File: src/rtl/fetch_pkg.sv
// Shared definitions for the instruction-fetch controller: FSM encoding and
// default memory geometry.
package fetch_pkg;

  typedef enum logic [2:0] {
    StIdle   = 3'd0,
    StFetch  = 3'd1,
    StHalted = 3'd2,
    StFault  = 3'd3
  } fetch_state_e;

  localparam logic [31:0] ResetPcDefault   = 32'h0000_0000;
  localparam int unsigned ImemDepthDefault = 1024;

endpackage

File: src/rtl/fetch_ctrl.sv
// Instruction-fetch controller: fetch PC register, accepted-fetch counter and
// IDLE/FETCH/HALTED/FAULT sequencer driving the instruction memory and IF/ID register.
module fetch_ctrl
  import fetch_pkg::*;
#(
  parameter logic [31:0] RESET_PC   = ResetPcDefault,
  parameter int unsigned IMEM_DEPTH = ImemDepthDefault
) (
  input  logic        clk,
  input  logic        rst,
  input  logic        start,
  input  logic        halt_req,
  input  logic        stall_hz,
  input  logic        branch_taken,
  input  logic [31:0] branch_target,
  input  logic        imem_ready,
  output logic [31:0] pc_f,
  output logic        imem_req,
  output logic        ifid_we,
  output logic        ifid_flush,
  output logic        fault,
  output logic [2:0]  state_o,
  output logic [31:0] fetch_count
);

  localparam logic [31:0] DepthW = 32'(IMEM_DEPTH);

  fetch_state_e r_state;
  fetch_state_e w_state_next;
  logic [31:0]  r_pc;
  logic [31:0]  w_pc_next;
  logic [31:0]  r_count;
  logic         r_fault;
  logic         w_oob;

  // Out-of-range PC outranks every other FETCH input.
  assign w_oob = (r_pc >= DepthW);

  always_ff @(posedge clk or negedge rst) begin
    if (!rst) begin
      r_state <= StIdle;
    end else begin
      r_state <= w_state_next;
    end
  end

  always_comb begin
    w_state_next = r_state;
    case (r_state)
      StIdle:   if (start) w_state_next = StFetch;
      StFetch: begin
        if (w_oob) begin
          w_state_next = StFault;
        end else if (!branch_taken && !stall_hz && halt_req) begin
          w_state_next = StHalted;
        end
      end
      StHalted: if (start) w_state_next = StFetch;
      StFault:  w_state_next = StFault;
      default:  w_state_next = StIdle;
    endcase
  end

  always_comb begin
    imem_req   = 1'b0;
    ifid_we    = 1'b0;
    ifid_flush = 1'b0;
    if (r_state == StFetch) begin
      imem_req = !w_oob;
      if (w_oob || branch_taken) begin
        ifid_flush = 1'b1;
      end else if (!stall_hz) begin
        if (!halt_req && imem_ready) begin
          ifid_we = 1'b1;
        end else begin
          ifid_flush = 1'b1;
        end
      end
    end
  end

  always_comb begin
    w_pc_next = r_pc;
    if (r_state == StFetch && !w_oob) begin
      if (branch_taken) begin
        w_pc_next = branch_target;
      end else if (ifid_we) begin
        w_pc_next = r_pc + 32'd1;
      end
    end
  end

  always_ff @(posedge clk or negedge rst) begin
    if (!rst) begin
      r_pc    <= RESET_PC;
      r_count <= 32'd0;
      r_fault <= 1'b0;
    end else begin
      r_pc <= w_pc_next;
      if (ifid_we) begin
        r_count <= r_count + 32'd1;
      end
      if (r_state == StFetch && w_oob) begin
        r_fault <= 1'b1;
      end
    end
  end

  assign pc_f        = r_pc;
  assign fault       = r_fault;
  assign state_o     = r_state;
  assign fetch_count = r_count;

endmodule
File: config.mk
export PLATFORM = sky130hd
export DESIGN_NAME = fetch_ctrl
export DESIGN_NICKNAME = d
export VERILOG_FILES = /design/src/rtl/fetch_pkg.sv /design/src/rtl/fetch_ctrl.sv
export SDC_FILE = /design/constraint.sdc
export NUM_CORES = 1
export LEC_CHECK = 0
export ABC_AREA = 1
export CAP_MARGIN = 40
export CORE_AREA = 10 10 118 120
export CTS_CLUSTER_DIAMETER = 200
export DETAILED_ROUTE_END_ITERATION = 10
export DIE_AREA = 0 0 128 130
export PLACE_DENSITY = 0.65
export SYNTH_ARGS = -nofsm -noshare
export SYNTH_HDL_FRONTEND = slang
export SYNTH_SLANG_ARGS = --single-unit
File: constraint.sdc
create_clock -name clk -period 3.5 [get_ports clk]
set_input_delay 1.05 -clock clk [delete_from_list [all_inputs] [get_ports clk]]
set_output_delay 1.05 -clock clk [all_outputs]
set_load 0.005 [all_outputs]
# Word-level counts from Yosys, hierarchy flattened
# Cells that the tools add are included.
totals:
  elab_cells: 42
  register_bits: 68
  inputBits: 39
  output_inout_bits: 71
op_classes:
  n_reduce_logical: 15
  n_lt_le_gt_ge: 1
  n_eq_ne: 5
  mux: 15
  addsub: 2
op_table:
  columns: ["cell", "count"]
  rows:
  - ["adder 32 x 1 -> 32 bit, second input constant", 2]
  - ["2-to-1 mux 32 bit", 2]
  - ["greater-or-equal comparator 32 x 11 -> 1 bit, second input constant", 1]
  - ["2-to-1 mux 1 bit", 9]
  - ["2-to-1 mux 3 bit", 3]
  - ["case mux 3 bit (3 select lines)", 1]
  - ["equality test 3 x 2 -> 1 bit, second input constant", 2]
  - ["logical AND 1 bit", 5]
  - ["zero test 1 bit", 4]
  - ["AND reduction 2 bit", 2]
  - ["equality test 3 x 1 -> 1 bit, second input constant", 1]
  - ["zero test 3 bit", 1]
  - ["inequality test 3 bit, second input constant", 1]
  - ["inequality test 2 x 1 -> 1 bit, second input constant", 1]
  - ["nonzero test 2 bit", 1]
  - ["OR reduction 2 bit", 1]
  - ["logical OR 1 bit", 1]

# Logic depth before layout (Yosys ltp)
# Gate-level depths: netlist of run 1.
depth:
  depth_word: 8
  depth_mapped: 11
  depth_no_buf: 11

# Worst setup path before layout of run 1
# No wires, ideal clock.
synth_timing:
  path_type: "input port to output port"
  from: "in halt_req"
  to: "out ifid_we"
  slack_ns: 0.702
  t_required_ns: 2.450
  cell_stages: 5
  path_buffers: 0
  arrival_ns: 1.748
  path_cell_list: "nor3_2 -> inv_1 -> nor2_1 -> nand2_1 -> inv_1"
synth_between:
  elab_chain_cells: 6
synth_rtl:
  columns: ["element", "line", "text"]
  rows:
  - ["from (decl)", "fetch_ctrl.sv:12", "input logic halt_req,"]
  - ["zero test 1 bit", "fetch_ctrl.sv:73", "if (!halt_req && imem_ready) begin"]
  - ["logical AND 1 bit", "fetch_ctrl.sv:73", null]
  - ["2-to-1 mux 1 bit", "fetch_ctrl.sv:73", null]
  - ["2-to-1 mux 1 bit", "fetch_ctrl.sv:72", "end else if (!stall_hz) begin"]
  - ["2-to-1 mux 1 bit", "fetch_ctrl.sv:70", "if (w_oob || branch_taken) begin"]
  - ["2-to-1 mux 1 bit", "fetch_ctrl.sv:68", "if (r_state == StFetch) begin"]
  - ["to (decl)", "fetch_ctrl.sv:19", "output logic ifid_we,"]
# Every way passes these cells.

# Worst setup path after layout of run 1
# Ends and elaborated chain as after synthesis.

==> run_summary.xml, run 1 <==
<?xml version="1.0" encoding="UTF-8"?>
<metrics>
  <group name="synth">
    <metric name="synth_nets" unit="">828</metric>
    <metric name="syn_inst" unit="">786</metric>
    <metric name="synth_area" unit="mm^2">0.00489</metric>
    <metric name="post_synth.cell_area_avg" unit="um^2">6.23</metric>
    <metric name="ys.warnings.count" unit="">0</metric>
    <metric name="postSynth.topFlopCell" unit="">dfrtp_1</metric>
    <metric name="synth-seq-area-share" unit="">0.343</metric>
    <metric name="synthTopCellsByArea" unit="">dfrtp_1 34%, nand2_1 25%, nor2_1 9.4%, nand3_1 7.3%, inv_1 5.2%</metric>
    <metric name="synth_top_area_share" unit="">0.343</metric>
    <metric name="synth-edff-count" unit="">0</metric>
    <metric name="cell_types_with_the_highest_counts_after_synthesis" unit="">330 x nand2_1, 123 x nor2_1, 71 x nand3_1, 68 x inv_1, 67 x dfrtp_1</metric>
    <metric name="post-synth-top-count-cell" unit="">nand2_1</metric>
    <metric name="post-synth-top-area-cell" unit="">dfrtp_1</metric>
    <metric name="ys_seq_elements" unit="">67</metric>
    <metric name="synth.distinct_cells" unit="">35</metric>
    <metric name="synth-async-reset-ratio" unit="">1.00</metric>
  </group>
  <group name="worst_setup_path">
    <metric name="setup.worst_path.end_class" unit="">output port</metric>
    <metric name="crit_fanout" unit="">2</metric>
    <metric name="critical_path.most_common_cell" unit="">inv_1</metric>
    <metric name="critical_path_arrival" unit="ns">2.33</metric>
    <metric name="cp_cell_sequence" unit="">clkdlybuf4s50_1 &gt; nor3_2 &gt; inv_1 &gt; nor2_2 &gt; nand2_1 &gt; inv_1 &gt; dlygate4sd2_1</metric>
    <metric name="reg2reg_to" unit="">pc_f[20]</metric>
    <metric name="critical_path.startpoint_type" unit="">primary input</metric>
    <metric name="critPathLaunch" unit="">halt_req</metric>
    <metric name="crit_path_max_incr_delay" unit="ns">0.43</metric>
    <metric name="worst_path_max_delay_cell" unit="">clkdlybuf4s50_1</metric>
    <metric name="worst-setup-path-type" unit="">in2out</metric>
    <metric name="rrSetupSlack" unit="ns">1.56</metric>
    <metric name="worst-endpoint-required" unit="ns">2.45</metric>
    <metric name="worst_reg2reg_path_length_in_cells" unit="">9</metric>
    <metric name="reg2reg_from" unit="">pc_f[22]</metric>
    <metric name="critPathCapture" unit="">ifid_we</metric>
  </group>
  <group name="timing">
    <metric name="rsz0062_at_grt" unit="">false</metric>
    <metric name="hold-worst-slack" unit="ns">0.474</metric>
    <metric name="finalSetupViolCount" unit="">0</metric>
    <metric name="postLayoutSetupSlackWorst" unit="ns">0.124</metric>
    <metric name="final_min_period_over_clock_period" unit="">0.964</metric>
    <metric name="tightest_slew" unit="ns">0.769</metric>
    <metric name="fin_worst_skew" unit="ns">0.00843</metric>
    <metric name="min_clock_period_post_route" unit="ns">3.38</metric>
    <metric name="hold_viol_final" unit="">0</metric>
    <metric name="timing.fmax" unit="GHz">0.296</metric>
    <metric name="setup-tns-final" unit="ns">0</metric>
    <metric name="slew_headroom" unit="">0.487</metric>
    <metric name="drv_slew" unit="">0</metric>
  </group>
  <group name="final_layout">
    <metric name="layout_net_count" unit="">946</metric>
    <metric name="layout.cell_area.non_filler" unit="mm^2">0.00649</metric>
    <metric name="share_of_post_route_cells_with_drive_strength_above_1" unit="">0.0716</metric>
    <metric name="antenna-diode-count" unit="">0</metric>
    <metric name="flow.area_growth_from_synthesis" unit="%">32.7</metric>
  </group>
  <group name="routing">
    <metric name="drt_pass_1_iters" unit="">6</metric>
    <metric name="drt_wl_total" unit="mm">16.4</metric>
    <metric name="remaining_drc_errors" unit="">0</metric>
    <metric name="wire_per_inst" unit="um">15.6</metric>
    <metric name="final_antenna_net_count" unit="">0</metric>
    <metric name="via_per_inst" unit="">5.05</metric>
    <metric name="detailroute.via_count" unit="">5332</metric>
    <metric name="number_of_drc_violations_after_detailed_routing_iteration_0" unit="">461</metric>
  </group>
  <group name="min_path">
    <metric name="hold_path_class" unit="">reg2reg</metric>
  </group>
  <group name="clock_network">
    <metric name="cts_max_path_buffers" unit="">2</metric>
    <metric name="cts_root_buffer" unit="">clkbuf_16</metric>
    <metric name="cts.reportedPaths.clkPinSlew" unit="ns">0.05</metric>
    <metric name="cts-buffers-inserted" unit="">9</metric>
    <metric name="number_of_h_tree_levels" unit="">3</metric>
    <metric name="hold_buffers" unit="">0</metric>
    <metric name="clock_tree_from_tritoncts" unit="">done</metric>
    <metric name="clk_latency" unit="ns">0.35</metric>
    <metric name="number_of_sinks_driven_by_the_clock_tree" unit="">67</metric>
  </group>
  <group name="placed_design">
    <metric name="routability_congestion_estimate_from_global_placement" unit="">0.943</metric>
    <metric name="dpl_worst_slack" unit="ns">-0.117</metric>
    <metric name="post_dp_cell_area" unit="mm^2">0.00617</metric>
    <metric name="post-dp-hpwl" unit="mm">12.6</metric>
    <metric name="buffer_ports.inserted" unit="">108</metric>
  </group>
  <group name="floorplanning">
    <metric name="die_area" unit="mm^2">0.0166</metric>
    <metric name="die_x" unit="um">128</metric>
    <metric name="core_region_area" unit="mm^2">0.0117</metric>
    <metric name="placement_rows" unit="">40</metric>
    <metric name="initial_utilization" unit="">0.418</metric>
    <metric name="die_height" unit="um">130</metric>
    <metric name="io_pins" unit="">110</metric>
  </group>
  <group name="run_status">
    <metric name="run_status" unit="">completed</metric>
  </group>
  <group name="power">
    <metric name="power.ir.vdd_worst" unit="V">0.000218</metric>
    <metric name="leakagePower" unit="nW">3.18</metric>
    <metric name="power-per-cell-area" unit="mW/mm^2">287</metric>
  </group>
  <group name="global_routing">
    <metric name="first_global_vias" unit="">5366</metric>
    <metric name="grt-ovfl-total" unit="">0</metric>
    <metric name="grt_max_degree" unit="">51</metric>
    <metric name="grt_usage" unit="">0.199</metric>
    <metric name="grt_antenna_before_repair" unit="">0</metric>
    <metric name="grt_pass1_wl" unit="mm">26.6</metric>
  </group>
  <group name="job">
    <metric name="timing.max_cap.violations" unit="">0</metric>
  </group>
</metrics>
## through the flow
stage | power [mW] | utilization | std cells
finish | 1.86 | 0.554 | 1055
global route | 1.93 | 0.554 | 1055
floorplan | 0.849 | - | 786
detailed placement | 0.940 | 0.527 | 1037
CTS | 1.88 | 0.554 | 1054
global placement | 0.938 | 0.527 | 1037
## worst max-delay path, delay by kind of cell
family / cells / cell delay (ns)
and+or+nand+nor: 3 / 0.43
buffers and inverters: 4 / 0.84
## layout make-up
| cell class | count | area [um^2] |
|---|---|---|
| clock buffers | 13 | 260 |
| clock inverters | 2 | 35.0 |
| fillers | 1184 | 5220 |
| inverters | 71 | 267 |
| multi-input cells | 630 | 2840 |
| flip-flops and latches | 67 | 1680 |
| well taps | 147 | 184 |
| repair buffers | 125 | 1230 |
## worst min path at each step
| stage | depth (start not counted) | endpoint | start |
|---|---|---|---|
| after floorplan | 1 | fault | fault |
| after global placement | 1 | fault | fault |
| after detailed placement | 1 | fault | fault |
| after CTS | 1 | fault | fault |
| after global routing | 1 | fault | fault |
| final | 1 | fault | fault |
## state kept, by name, indices dropped and copies added, names as in the netlist
register,flops
fault,1
fetch_count,32
pc_f,32
state_o,2
## routing by layer
layer	part of all wire	GRT usage	routed length, um
met1	0.42	0.228	6820
met5	0	0	0
met3	0.062	0.0487	1020
met2	0.49	0.341	8070
met4	0.031	0.0940	517
## repair_timing
item | in CTS | in global routing
resized for setup | 2 | 1
gates cloned | 0 | 0
pin swaps | 1 | 2
buffers inserted | 2 | 1
endpoints found under the setup margin | 1 | 2
## power by group
part	internal, mW	switching [mW]
combinational	0.0700	0.0740
sequential	0.779	0.00514
clock	0.586	0.351
## cell families after synthesis
family / Yosys count / share of synthesized area
compound gates: 33 / 0.0363
xor+xnor: 17 / 0.0304
fa+ha+maj: 3 / 0.00767
buf+inv: 89 / 0.0775
flops: 67 / 0.343
mux: 3 / 0.00614
other cells: 1 / 0.000766
simple gates: 573 / 0.499
## cells in the final DEF (no fill, tap or decap), types with 2 or more instances in the layout
master | synthesis | final
inv_2 | 3 | 3
nand3b_1 | 14 | 14
dfrtp_1 | 67 | 67
nor2_1 | 123 | 122
xnor2_1 | 8 | 8
inv_1 | 68 | 68
buf_4 | 4 | 15
or2_2 | 2 | 2
nand2_1 | 330 | 330
nor2_2 | 19 | 20
ha_1 | 3 | 3
mux2i_1 | 3 | 3
nand4_1 | 4 | 4
nand3_1 | 71 | 71
o21bai_1 | 2 | 2
o21ai_1 | 13 | 13
clkbuf_8 | 0 | 2
nor2_4 | 3 | 3
o21ai_0 | 13 | 13
clkbuf_16 | 0 | 9
clkbuf_1 | 5 | 2
clkdlybuf4s50_1 | 0 | 105
buf_12 | 0 | 2
xor2_1 | 9 | 9
No activity file was read; power rests on OpenSTA's default activity.
==> run 2: changes to the inputs <==
--- a/config.mk
+++ b/config.mk
@@ -6,12 +6,13 @@
 export NUM_CORES = 1
 export LEC_CHECK = 0
 export ABC_AREA = 1
-export CAP_MARGIN = 40
+export CAP_MARGIN = 10
 export CORE_AREA = 10 10 118 120
 export CTS_CLUSTER_DIAMETER = 200
 export DETAILED_ROUTE_END_ITERATION = 10
 export DIE_AREA = 0 0 128 130
 export PLACE_DENSITY = 0.65
+export SLEW_MARGIN = 20
 export SYNTH_ARGS = -nofsm -noshare
 export SYNTH_HDL_FRONTEND = slang
 export SYNTH_SLANG_ARGS = --single-unit
==> results of run 2 <==
Final layout, timing and power as in run 1 (identical DEF).
==> run 3: changes to the inputs <==
--- a/config.mk
+++ b/config.mk
@@ -12,6 +12,7 @@
 export DETAILED_ROUTE_END_ITERATION = 10
 export DIE_AREA = 0 0 128 130
 export PLACE_DENSITY = 0.65
+export SETUP_SLACK_MARGIN = 0.2
 export SLEW_MARGIN = 20
 export SYNTH_ARGS = -nofsm -noshare
 export SYNTH_HDL_FRONTEND = slang
==> run 3 against run 2 <==
Combinational power is essentially flat. Utilization is essentially flat. First-iteration DRC count shrank 7.2%. Flip-flop and latch count is the same. Critical path depth grew 1. Worst setup slack gained 0.15 ns. Non-clock buffer count is the same. Wire length grew 0.25%. Fmax grew 4.5%.
==> run_summary.xml, run 3 (synthesis gave the netlist of run 1 again) <==
<?xml version="1.0" encoding="UTF-8"?>
<metrics>
  <group name="run_status">
    <metric name="run_status" unit="">completed</metric>
  </group>
  <group name="worst_setup_path">
    <metric name="critical_path_arrival" unit="ns">2.18</metric>
    <metric name="rrSetupSlack" unit="ns">1.56</metric>
    <metric name="reg2reg_from" unit="">pc_f[22]</metric>
    <metric name="critPathLaunch" unit="">imem_ready</metric>
    <metric name="worst-setup-path-type" unit="">in2out</metric>
    <metric name="worst-endpoint-required" unit="ns">2.45</metric>
    <metric name="critical_path.startpoint_type" unit="">primary input</metric>
    <metric name="crit_fanout" unit="">2</metric>
    <metric name="setup.worst_path.end_class" unit="">output port</metric>
  </group>
  <group name="timing">
    <metric name="postLayoutSetupSlackWorst" unit="ns">0.269</metric>
    <metric name="min_clock_period_post_route" unit="ns">3.23</metric>
    <metric name="tightest_slew" unit="ns">0.771</metric>
    <metric name="slew_headroom" unit="">0.486</metric>
    <metric name="fin_worst_skew" unit="ns">0.00850</metric>
    <metric name="hold-worst-slack" unit="ns">0.474</metric>
    <metric name="drv_slew" unit="">0</metric>
    <metric name="final_min_period_over_clock_period" unit="">0.923</metric>
    <metric name="hold_viol_final" unit="">0</metric>
    <metric name="rsz0062_at_grt" unit="">false</metric>
    <metric name="finalSetupViolCount" unit="">0</metric>
    <metric name="timing.fmax" unit="GHz">0.310</metric>
  </group>
  <group name="placed_design">
    <metric name="dpl_worst_slack" unit="ns">-0.117</metric>
    <metric name="post_dp_cell_area" unit="mm^2">0.00617</metric>
    <metric name="post-dp-hpwl" unit="mm">12.6</metric>
    <metric name="routability_congestion_estimate_from_global_placement" unit="">0.943</metric>
    <metric name="place_inst" unit="">1037</metric>
    <metric name="buffer_ports.inserted" unit="">108</metric>
  </group>
  <group name="global_routing">
    <metric name="grt_pass1_wl" unit="mm">26.6</metric>
    <metric name="grt_max_degree" unit="">51</metric>
    <metric name="grt-ovfl-total" unit="">0</metric>
    <metric name="grt_usage" unit="">0.199</metric>
    <metric name="grt_antenna_before_repair" unit="">0</metric>
    <metric name="first_global_vias" unit="">5366</metric>
  </group>
  <group name="clock_network">
    <metric name="clk_latency" unit="ns">0.35</metric>
    <metric name="cts.reportedPaths.clkPinSlew" unit="ns">0.05</metric>
    <metric name="number_of_h_tree_levels" unit="">3</metric>
    <metric name="number_of_sinks_driven_by_the_clock_tree" unit="">67</metric>
    <metric name="cts_root_buffer" unit="">clkbuf_16</metric>
    <metric name="cts_max_path_buffers" unit="">2</metric>
    <metric name="hold_buffers" unit="">0</metric>
    <metric name="clock_tree_from_tritoncts" unit="">done</metric>
    <metric name="cts-buffers-inserted" unit="">9</metric>
  </group>
  <group name="power">
    <metric name="p_switching" unit="mW">0.432</metric>
    <metric name="power.ir.vdd_worst" unit="V">0.000216</metric>
    <metric name="report.power.total" unit="mW">1.87</metric>
    <metric name="leakagePower" unit="nW">3.17</metric>
    <metric name="switching_share" unit="">0.231</metric>
    <metric name="power-per-cell-area" unit="mW/mm^2">288</metric>
    <metric name="cell_internal_pwr" unit="mW">1.43</metric>
    <metric name="power.share.sequential" unit="">0.420</metric>
    <metric name="p_clk_frac" unit="">0.503</metric>
    <metric name="pwr-share-comb" unit="">0.077</metric>
  </group>
  <group name="routing">
    <metric name="remaining_drc_errors" unit="">0</metric>
    <metric name="drt_wl_total" unit="mm">16.5</metric>
    <metric name="via_per_inst" unit="">5.06</metric>
    <metric name="number_of_drc_violations_after_detailed_routing_iteration_0" unit="">428</metric>
    <metric name="final_antenna_net_count" unit="">0</metric>
    <metric name="wire_per_inst" unit="um">15.6</metric>
    <metric name="detailroute.via_count" unit="">5340</metric>
    <metric name="drt_pass_1_iters" unit="">5</metric>
  </group>
  <group name="floorplanning">
    <metric name="die_height" unit="um">130</metric>
    <metric name="die_area" unit="mm^2">0.0166</metric>
    <metric name="io_pins" unit="">110</metric>
    <metric name="core_region_area" unit="mm^2">0.0117</metric>
    <metric name="placement_rows" unit="">40</metric>
    <metric name="die_x" unit="um">128</metric>
    <metric name="initial_utilization" unit="">0.418</metric>
  </group>
  <group name="final_layout">
    <metric name="layout_net_count" unit="">946</metric>
    <metric name="antenna-diode-count" unit="">0</metric>
    <metric name="layout_commonest_cell" unit="">nand2_1</metric>
    <metric name="layout.cells.non_filler" unit="">1055</metric>
    <metric name="flow.area_growth_from_synthesis" unit="%">32.6</metric>
    <metric name="layout.cell_area.non_filler" unit="mm^2">0.00649</metric>
    <metric name="share_of_post_route_cells_with_drive_strength_above_1" unit="">0.0760</metric>
    <metric name="layout.cells.most_common_list" unit="">329 x nand2_1, 122 x nor2_1, 104 x clkdlybuf4s50_1</metric>
  </group>
  <group name="min_path">
    <metric name="hold_path_class" unit="">reg2reg</metric>
    <metric name="hold_path_startpoint" unit="">fault</metric>
  </group>
  <group name="job">
    <metric name="timing.max_cap.violations" unit="">0</metric>
  </group>
</metrics>
-- run 3: path summary, 6_finish.rpt --
kind / cells past startpoint / end
min in group asynchronous: 1 / fetch_count[7]
worst min register to register: 1 / fault
worst max register to register: 9 / pc_f[20]
worst max-delay path: 8 / ifid_we
worst min-delay path: 1 / fault
max in group asynchronous: 2 / fetch_count[12]
-- run 3: routing by layer --
| layer | GRT usage | part of all wire | vias up |
|---|---|---|---|
| li1 | - | - | 2672 |
| met1 | 0.228 | 0.41 | 2446 |
| met2 | 0.341 | 0.49 | 187 |
| met3 | 0.0487 | 0.070 | 35 |
| met4 | 0.0940 | 0.032 | 0 |
| met5 | 0 | 0 | - |
-- run 3: area by class of cell --
| class | instances | area, um^2 |
|---|---|---|
| multi-input combinational | 630 | 2840 |
| inverter | 71 | 267 |
| fill | 1186 | 5220 |
| timing repair buffer | 125 | 1220 |
| clock inverter | 2 | 35.0 |
| clock buffer | 13 | 260 |
| sequential | 67 | 1680 |
| tap | 147 | 184 |
-- run 3: power groups by stage --
stage | Sequential [mW] | Combinational, mW | Clock, mW
finish | 0.784 | 0.144 | 0.939
global route | 0.784 | 0.159 | 0.987
CTS | 0.784 | 0.145 | 0.954
detailed placement | 0.798 | 0.143 | 0
global placement | 0.798 | 0.140 | 0
floorplan | 0.798 | 0.0512 | 0
-- run 3: worst max-delay path, stage by stage --
cell and delay [ns]:
clkdlybuf4s50_1 0.47, inv_2 0.04, nor3_2 0.13, inv_1 0.10, nor2_2 0.16, nand2_2 0.07, inv_2 0.05, clkbuf_2 0.10
-- run 3: what timing repair did --
action | 4_1_cts | 5_1_grt
endpoints found under the setup margin | 2 | 1
gates resized for setup | 3 | 6
pin swaps | 1 | 3
setup buffers | 2 | 1
-- run 3: metrics by stage --
stage	TNS, ns	utilization
5_1_grt	0	0.554
3_3_place_gp	-0.0946	0.527
2_1_floorplan	0	-
4_1_cts	0	0.554
3_5_place_dp	-0.117	0.527
6_report	0	0.554
==> variant (config.mk and constraints of run 3) <==
Register the input `branch_target` before use, with the module's reset. The logic sees it one clock later. The other inputs are not delayed to match.
--- a/src/rtl/fetch_ctrl.sv
+++ b/src/rtl/fetch_ctrl.sv
@@ -24,6 +24,16 @@
 );
 
   localparam logic [31:0] DepthW = 32'(IMEM_DEPTH);
+
+  logic [31:0] branch_target_q;
+
+  always_ff @(posedge clk or negedge rst) begin
+    if (!rst) begin
+      branch_target_q <= '0;
+    end else begin
+      branch_target_q <= branch_target;
+    end
+  end
 
   fetch_state_e r_state;
   fetch_state_e w_state_next;
@@ -83,7 +93,7 @@
     w_pc_next = r_pc;
     if (r_state == StFetch && !w_oob) begin
       if (branch_taken) begin
-        w_pc_next = branch_target;
+        w_pc_next = branch_target_q;
       end else if (ifid_we) begin
         w_pc_next = r_pc + 32'd1;
       end
Behaviour: not the same (Yosys sat finds a counterexample within 4 cycles, from zero or initial values and one cycle with rst low).
==> variant against run 3 <==
Setup slack gained 0.074 ns; wire length grew 4.1%; power grew 20%; synthesized area grew 15%; fmax grew 2.3%; sequential share of layout area grew 8.8 points; cell area grew 10%; sequential cell count grew 32; critical path type unchanged; largest cell class unchanged.
==> variant: results (changes against run 3) <==
Status -> completed (unchanged)
Leak pwr -> 3.55 nW (was 3.17 nW)
Slew @ Worst Pin -> 0.566 ns (was 0.771 ns)
Insertion delay to the later sink of the worst-skew pair -> 0.36 ns
Worst vdd ir -> 0.000341 V (was 0.000216 V)
DP Area -> 0.00686 mm² (was 0.00617 mm²)
Nets -> 978 (was 946)
Worst EP arrival -> 2.11 ns (was 2.18 ns)
Syn nets -> 868 (was 828)
GRT Overall Usage -> 21.2% (was 19.9%)
CTS clk-pin slew, worst paths -> 0.07 ns (was 0.05 ns)
First-pass GRT wire length -> 28.1 mm (was 26.6 mm)
Post-synthesis sequential area ratio -> 44.2% (was 34.3%)
WL/cell -> 15.8 µm (was 15.6 µm)
Largest net degree at the start of global routing -> 61 (was 51)
Mean area per synthesized cell -> 6.79 µm² (was 6.23 µm²)
Vias -> 5526 (was 5340)
Post-CTS setup buffer count -> 0 (was 2)
Netlist cell types -> 32 (was 35)
Met1 WL -> 7.77 mm (was 6.76 mm)
Fraction of layout cells with a size suffix above 1 -> 3.83% (was 7.60%)
Synth cell count leaders -> nand2_1, nor2_1, dfrtp_1, nand3_1, inv_1 (was nand2_1, nor2_1, nand3_1, inv_1, dfrtp_1)
# fillers -> 1116 (was 1186)
Synth area leaders -> dfrtp_1, nand2_1, nor2_1 (unchanged)
Met3 wire len -> 1.10 mm (was 1.15 mm)
Final HPWL DP -> 13.1 mm (was 12.6 mm)
Initial DRC Count -> 445 (was 428)
Clock skew -> 0.00783 ns (was 0.00850 ns)
## variant: layer usage
metal | GRT usage, % | up-vias
li1 | - | 2775
met1 | 27.5 | 2606
met5 | 0 | -
met4 | 4.77 | 0
met3 | 6.61 | 14
met2 | 34.0 | 131
## variant: area by class of cell
type,count,area (µm²),area share [%]
clock buffers,11,253,3.54
inverters,74,278,3.89
clock inverters,4,33.8,0.473
flip-flops and latches,99,2480,34.7
repair buffers,117,1170,16.3
well taps,147,184,2.57
multi-input cells,635,2760,38.5
## variant: cells by family after synthesis
kind of cell / after synthesis / synth area share, %
compound gates: 31 / 2.99
xor+xnor: 14 / 2.19
fa+ha+maj: 3 / 0.669
buf+inv: 92 / 6.78
flops: 99 / 44.2
mux: 2 / 0.357
other cells: 1 / 0.0669
simple gates: 584 / 42.8
## variant: worst max-delay path: stages
cell	delay, ns
clkdlybuf4s50_1	0.44
inv_1	0.08
nand3_1	0.09
nor3_1	0.18
dlygate4sd2_1	0.26
## variant: timing repair
item,CTS,global route
gates resized for setup,3,1
hold buffers,0,0
pin swaps,0,0
setup endpoints to repair,2,1
## variant: where the power goes
group | internal (mW) | switching, mW
combinational | 0.0521 | 0.0554
clock | 0.522 | 0.451
sequential | 1.16 | 0.00632
## variant: path summary, 6_finish.rpt
kind | from | end | slack, ns | depth (start not counted)
min in group asynchronous | rst | pc_f[7] | 0.68 | 1
setup / recovery | stall_hz | ifid_we | 0.34 | 5
setup reg to reg | fetch_count[0] | fetch_count[18] | 1.27 | 10
hold reg to reg | fault | fault | 0.48 | 1
max in group asynchronous | rst | fetch_count[20] | 2.12 | 2
hold / removal | fault | fault | 0.48 | 1
